$ cat config.mk
export PLATFORM = sky130hd
export DESIGN_NAME = fir_out_conditioner
export DESIGN_NICKNAME = d
export VERILOG_FILES = /design/src/rtl/fir_pkg.sv /design/src/rtl/sync_fifo.sv /design/src/rtl/fir_out_conditioner.sv
export SDC_FILE = /design/constraint.sdc
export NUM_CORES = 1
export LEC_CHECK = 0
export BUFFER_PORTS_ARGS = -buffer_cell sky130_fd_sc_hd__buf_2
export CORE_MARGIN = 10
export CORE_UTILIZATION = 60
export CTS_CLUSTER_DIAMETER = 30
export DETAILED_ROUTE_END_ITERATION = 6
export GPL_ROUTABILITY_DRIVEN = 0
export HOLD_SLACK_MARGIN = 0.03
export PLACE_DENSITY = 0.8
export SYNTH_ARGS = -nofsm -noshare
export SYNTH_HDL_FRONTEND = slang
export SYNTH_SLANG_ARGS = --single-unit
$ cat constraint.sdc
create_clock -name clk -period 13.93 [get_ports clk]
set_input_delay 0 -clock clk [delete_from_list [all_inputs] [get_ports clk]]
set_output_delay 0 -clock clk [all_outputs]
set_load 0.01 [all_outputs]
$ cat src/rtl/fir_pkg.sv
// Shared types and constants for the FIR filter output path.
package fir_pkg;

  typedef logic signed [31:0] sample_q31_t;
  typedef logic signed [63:0] acc_t;

  localparam sample_q31_t Q31_MAX = 32'h7FFF_FFFF;
  localparam sample_q31_t Q31_MIN = 32'h8000_0000;

  typedef enum logic {
    WARMUP = 1'b0,
    RUN    = 1'b1
  } cond_state_t;

  // 16-bit event counter increment that sticks at all-ones.
  function automatic logic [15:0] sat_inc16(input logic [15:0] v);
    return (v == 16'hFFFF) ? v : v + 16'd1;
  endfunction

endpackage

$ cat src/rtl/sync_fifo.sv
// Single-clock FIFO; a push while full is accepted only when a pop happens in the same cycle.
module sync_fifo #(
  parameter int WIDTH = 33,
  parameter int DEPTH = 8
) (
  input  logic                     clk,
  input  logic                     rst,
  input  logic                     clr,
  input  logic                     push,
  input  logic                     pop,
  input  logic [WIDTH-1:0]         wdata,
  output logic [WIDTH-1:0]         rdata,
  output logic                     full,
  output logic                     empty,
  output logic [$clog2(DEPTH):0]   level
);

  localparam int AW = $clog2(DEPTH);

  logic [WIDTH-1:0] mem [DEPTH];
  logic [AW-1:0]    wr_ptr;
  logic [AW-1:0]    rd_ptr;
  logic             do_push;
  logic             do_pop;

  assign full    = (level == (AW+1)'(DEPTH));
  assign empty   = (level == '0);
  assign do_pop  = pop && !empty;
  assign do_push = push && (!full || do_pop);
  assign rdata   = mem[rd_ptr];

  // Storage is reset so the head reads zero straight out of reset.
  always_ff @(posedge clk or posedge rst) begin
    if (rst) begin
      wr_ptr <= '0;
      rd_ptr <= '0;
      level  <= '0;
      for (int i = 0; i < DEPTH; i++) mem[i] <= '0;
    end else if (clr) begin
      wr_ptr <= '0;
      rd_ptr <= '0;
      level  <= '0;
    end else begin
      if (do_push) begin
        mem[wr_ptr] <= wdata;
        wr_ptr      <= wr_ptr + AW'(1);
      end
      if (do_pop) rd_ptr <= rd_ptr + AW'(1);
      case ({do_push, do_pop})
        2'b10:   level <= level + (AW+1)'(1);
        2'b01:   level <= level - (AW+1)'(1);
        default: level <= level;
      endcase
    end
  end

endmodule

$ cat src/rtl/fir_out_conditioner.sv
// FIR output conditioner: drops the filter fill transient, decimates, saturates to Q31
// and buffers kept samples for a valid/ready consumer.
module fir_out_conditioner
  import fir_pkg::*;
#(
  parameter int IN_W  = 64,
  parameter int OUT_W = 32,
  parameter int SKIP  = 102,
  parameter int DECIM = 1,
  parameter int DEPTH = 8
) (
  input  logic                      clk,
  input  logic                      rst,
  input  logic                      clr,
  input  logic                      in_valid,
  input  logic [IN_W-1:0]           in_data,
  output logic                      out_valid,
  input  logic                      out_ready,
  output logic [OUT_W-1:0]          out_data,
  output logic                      out_sat,
  output logic [$clog2(DEPTH):0]    level,
  output logic [15:0]               sat_count,
  output logic [15:0]               drop_count,
  output logic                      warm
);

  localparam int SKW = (SKIP < 2) ? 1 : $clog2(SKIP + 1);
  localparam int PW  = (DECIM < 2) ? 1 : $clog2(DECIM);
  localparam cond_state_t RST_STATE = (SKIP == 0) ? RUN : WARMUP;
  localparam logic [OUT_W-1:0] OUT_MAX = OUT_W'(Q31_MAX);
  localparam logic [OUT_W-1:0] OUT_MIN = OUT_W'(Q31_MIN);

  cond_state_t state, state_nx;
  logic [SKW-1:0]      skip_left;
  logic [PW-1:0]       phase;
  logic                skip_dec;
  logic                keep;

  logic [IN_W-OUT_W:0] upper;
  logic                in_range;
  logic                sat_hit;
  logic [OUT_W-1:0]    sat_data;

  logic                stg_valid;
  logic                stg_sat;
  logic [OUT_W-1:0]    stg_data;

  logic                pop_req;
  logic                fifo_full;
  logic                fifo_empty;
  logic                drop;

  always_ff @(posedge clk or posedge rst) begin
    if (rst) state <= RST_STATE;
    else     state <= state_nx;
  end

  always_comb begin
    state_nx = state;
    skip_dec = 1'b0;
    keep     = 1'b0;
    unique case (state)
      WARMUP: begin
        if (in_valid) begin
          skip_dec = 1'b1;
          if (skip_left == SKW'(1)) state_nx = RUN;
        end
      end
      RUN:     keep = in_valid && (phase == '0);
      default: state_nx = RST_STATE;
    endcase
    if (clr) begin
      state_nx = RST_STATE;
      skip_dec = 1'b0;
      keep     = 1'b0;
    end
  end

  // Phase is a down-counter: zero marks the kept sample, then it reloads DECIM-1.
  always_ff @(posedge clk or posedge rst) begin
    if (rst) begin
      skip_left <= SKW'(SKIP);
      phase     <= '0;
    end else if (clr) begin
      skip_left <= SKW'(SKIP);
      phase     <= '0;
    end else begin
      if (skip_dec) skip_left <= skip_left - SKW'(1);
      if (state == RUN && in_valid)
        phase <= (phase == '0) ? PW'(DECIM - 1) : phase - PW'(1);
    end
  end

  assign upper    = in_data[IN_W-1:OUT_W-1];
  assign in_range = (&upper) || !(|upper);
  assign sat_hit  = !in_range;
  assign sat_data = in_range ? in_data[OUT_W-1:0] : (in_data[IN_W-1] ? OUT_MIN : OUT_MAX);

  always_ff @(posedge clk or posedge rst) begin
    if (rst) begin
      stg_valid <= 1'b0;
      stg_sat   <= 1'b0;
      stg_data  <= '0;
      sat_count <= '0;
    end else if (clr) begin
      stg_valid <= 1'b0;
      sat_count <= '0;
    end else begin
      stg_valid <= keep;
      if (keep) begin
        stg_data <= sat_data;
        stg_sat  <= sat_hit;
        if (sat_hit) sat_count <= sat_inc16(sat_count);
      end
    end
  end

  assign pop_req = out_valid && out_ready;
  assign drop    = stg_valid && fifo_full && !pop_req;

  always_ff @(posedge clk or posedge rst) begin
    if (rst)       drop_count <= '0;
    else if (clr)  drop_count <= '0;
    else if (drop) drop_count <= sat_inc16(drop_count);
  end

  sync_fifo #(
    .WIDTH (OUT_W + 1),
    .DEPTH (DEPTH)
  ) u_fifo (
    .clk   (clk),
    .rst   (rst),
    .clr   (clr),
    .push  (stg_valid),
    .pop   (pop_req),
    .wdata ({stg_sat, stg_data}),
    .rdata ({out_sat, out_data}),
    .full  (fifo_full),
    .empty (fifo_empty),
    .level (level)
  );

  assign out_valid = !fifo_empty;
  assign warm      = (state == RUN);

endmodule

==> run summary <==
Type of the most critical hold path: primary input to flop
Post-detailed-routing wire length: 37000 µm
Synth Instances: 1076
Sequential-to-total area share from yosys stat: 54.7%
H-tree Lvls: 3
Inserted Clock Buffers: 69
Wire length of the first global-routing pass: 60500 µm
Worst Path Max Fanout: 48
Post-route clock skew: 24.5 ps
Util after Layout: 75.2%
Crit path DAT: 3070 ps
Cell type contributing the most total cell area after synthesis: sky130_fd_sc_hd__dfrtp_1
Worst reg2reg setup slack: 10940 ps
Worst reg2reg path depth: 4
Cell at the root of the clock tree: sky130_fd_sc_hd__clkbuf_16
Startpoint class of the critical path: flop
Required @ worst endpoint: 13930 ps
CP endpoint kind: output port
Maximum frequency from static timing analysis: 326 MHz
Clock slew at the register clock pins of the worst setup and hold paths: 50 ps
Reg-to-reg endpoint: stg_data[6]
Final-stage net count: 1346
Global routing usage summed across all routing layers: 22.5%
Number of nets with antenna violations after routing: 0
TritonCTS clock tree: built
Synth async-reset ratio: 100%
Core region area: 26100 µm²
Initial standard-cell utilization of the core: 61.0%
Average vias per placed instance: 6.13
Number of port buffers: 139
Overflow after GRT: 0
X dimension of the die: 183 µm
FF-to-FF Start: warm
Sum of negative setup slack: 0 ps
Via count: 10100
Placed cell area: 16900 µm²
CTS Sinks: 348
Mapped Nets: 1153
Chip height: 183 µm
Areal power density over the cells: 140 nW/µm²
Unique cell type count in the Yosys netlist: 51
Status: complete, no violations
Commonest non-fill, non-tap cells in the layout: sky130_fd_sc_hd__dfrtp_1, sky130_fd_sc_hd__mux2_2, sky130_fd_sc_hd__buf_2
Antenna diode instance count: 0
Number of buffers on the longest clock path: 3
Synthesis-stage register bit count: 348
Pleak: 9.61 nW
Vias in the first global route: 11300
Number of iterations in the first detailed-routing pass: 5
Summed instance area of the synthesized netlist: 15900 µm²
Crit path from: u_fifo.rd_ptr[0]
Number of hold violations in the final report: 0
Initial antenna violation count: 0
Most used flip-flop cell after synthesis: sky130_fd_sc_hd__dfrtp_1
Sequence of cells on the critical path: buf_4 > mux4_2 > mux2_2 > buf_2
Routed wire per std cell: 22.4 µm
Latest clock arrival within the worst-skew pair: 550 ps
Synth warnings: 0
Die footprint: 33500 µm²
Fraction of post-synthesis cell area in the top cell type by area: 54.0%
Final-layout worst hold slack: 84.7 ps
Final setup violating endpoints: 0
Delay of the slowest cell on the worst path: 760 ps
Slew headroom: 20.2%
Most frequent standard cell in the layout excluding fill and tap cells: sky130_fd_sc_hd__dfrtp_1
Count of cells along the worst hold path: 3
Critical path class: flop to output port
Peak ir drop on the vdd network: 0.0923 mV
Terminating pin of the worst hold path: sat_count[14]
Max-slew violations: 0
Maximum number of pins on one net before global-route repair: 192
Total of max-cap violations: 0
Mapped Avg Cell Area: 14.8 µm²
HPWL after detailed placement: 20600 µm
Unrepaired setup endpoints after global routing: false
Ranking of synthesized cells by area: sky130_fd_sc_hd__dfrtp_1, sky130_fd_sc_hd__mux2_2, sky130_fd_sc_hd__mux4_2
Fin crit share: 22.0%
Number of cell rows: 59
DRC violations left: 0
Initial detailed-routing violation count: 691
Start point of the worst hold path: clr
Number of ports placed on the die boundary: 140
Cell at the slowest stage of the critical path: sky130_fd_sc_hd__buf_4
Final instance area: 19600 µm²
Share of cells above drive strength 1: 50.1%
Measured slew at the worst slew-check pin: 1190 ps
Power consumption: 2.76 mW
Final min period: 3070 ps
Number of flops mapped to enable cells by yosys: 0
Layout overhead on the synthesized area: 23.2%
report_power, final:
part           switching, mW  leakage, nW  internal, mW  total [mW]
sequential           0.00126         4.84          1.01        1.02
combinational         0.0309         3.59        0.0172      0.0481
clock                  0.541         1.18          1.15        1.69
total                  0.573         9.61          2.19        2.76
synth_stat cells, types with 3 or more instances:
cell type	number
sky130_fd_sc_hd__dfrtp_1	344
sky130_fd_sc_hd__mux2_2	300
sky130_fd_sc_hd__mux4_2	66
sky130_fd_sc_hd__nor2_1	44
sky130_fd_sc_hd__a221o_1	31
sky130_fd_sc_hd__buf_2	26
sky130_fd_sc_hd__nand2_1	22
sky130_fd_sc_hd__nand4_1	21
sky130_fd_sc_hd__clkbuf_1	18
sky130_fd_sc_hd__a21oi_1	16
sky130_fd_sc_hd__nor4_1	14
sky130_fd_sc_hd__xor2_1	14
sky130_fd_sc_hd__xnor2_1	13
sky130_fd_sc_hd__buf_1	12
sky130_fd_sc_hd__nand3_1	12
sky130_fd_sc_hd__and3_1	9
sky130_fd_sc_hd__inv_1	9
sky130_fd_sc_hd__nor2b_1	9
sky130_fd_sc_hd__or3_1	9
sky130_fd_sc_hd__ha_1	8
sky130_fd_sc_hd__o21ai_0	8
sky130_fd_sc_hd__buf_4	7
sky130_fd_sc_hd__mux2i_1	5
sky130_fd_sc_hd__nand2b_1	5
sky130_fd_sc_hd__buf_6	4
sky130_fd_sc_hd__dfstp_2	4
sky130_fd_sc_hd__mux2_1	4
sky130_fd_sc_hd__nor3_1	4
sky130_fd_sc_hd__nor4b_1	4
sky130_fd_sc_hd__or4_1	4
sky130_fd_sc_hd__nand3b_1	3
sky130_fd_sc_hd__o31ai_1	3
per-stage QoR:
| step | worst slack, ps | std cells |
|---|---|---|
| after floorplan | 4290 | 1076 |
| after global placement | 11210 | 1498 |
| after detailed placement | 11050 | 1498 |
| after CTS | 10800 | 1655 |
| after global routing | 10710 | 1655 |
| final | 10860 | 1655 |
worst max-delay path by stage:
| stage | end | slack [ps] | depth (start not counted) |
|---|---|---|---|
| floorplan | drop_count[0] | 4290 | 1 |
| global placement | stg_data[14] | 11210 | 4 |
| CTS | out_sat | 10800 | 4 |
| detailed placement | stg_data[14] | 11050 | 4 |
| global route | out_data[30] | 10710 | 4 |
| finish | out_data[30] | 10860 | 4 |
critical path: cells and delay by family, from the launching register on:
kind / cells / cell delay [ps]
buffers and inverters: 2 / 920
flip-flops: 1 / 660
multiplexers: 2 / 930
cells by family (layout without fill, tap and decap cells):
kind of cell / count (synthesis) / in the layout / synth area share, %
adders and majority gates: 9 / 9 / 0.691
AOI/OAI and AO/OA: 64 / 64 / 3.31
buffers and inverters: 76 / 320 / 2.35
xor gates and xnor gates: 27 / 27 / 1.48
and+or+nand+nor: 177 / 177 / 6.40
muxes: 375 / 375 / 31.1
DFF: 348 / 348 / 54.7
cell type report:
| type | count | area (µm²) |
|---|---|---|
| multi-input combinational | 652 | 6880 |
| timing repair buffer | 189 | 1170 |
| fill | 1569 | 6490 |
| tap | 335 | 419 |
| inverter | 9 | 41.3 |
| sequential | 348 | 8720 |
| clock buffer | 83 | 1850 |
| clock inverter | 39 | 554 |
timing repair:
| item | CTS | global route |
|---|---|---|
| endpoints found under the hold margin | 145 | 0 |
| setup buffers | 0 | 0 |
| hold buffers | 35 | 0 |
| gates resized for setup | 0 | 0 |
layer usage:
metal  share of wire (%)  routed length, µm  track usage, %
met1                  42              15700            28.6
met2                  51              18900            37.9
met3                 5.0               1870            4.78
met4                 1.8                669            7.48
met5                   0                  0               0
flip-flops by register name, indices dropped and copies added, names as in the netlist:
name,count
u_fifo.wr_ptr,3
stg_valid,1
u_fifo.rd_ptr,3
stg_sat,1
skip_left,7
u_fifo.mem,264
stg_data,32
u_fifo.level,4
drop_count,16
warm,1
sat_count,16
Power figures use the tool's default switching activity.
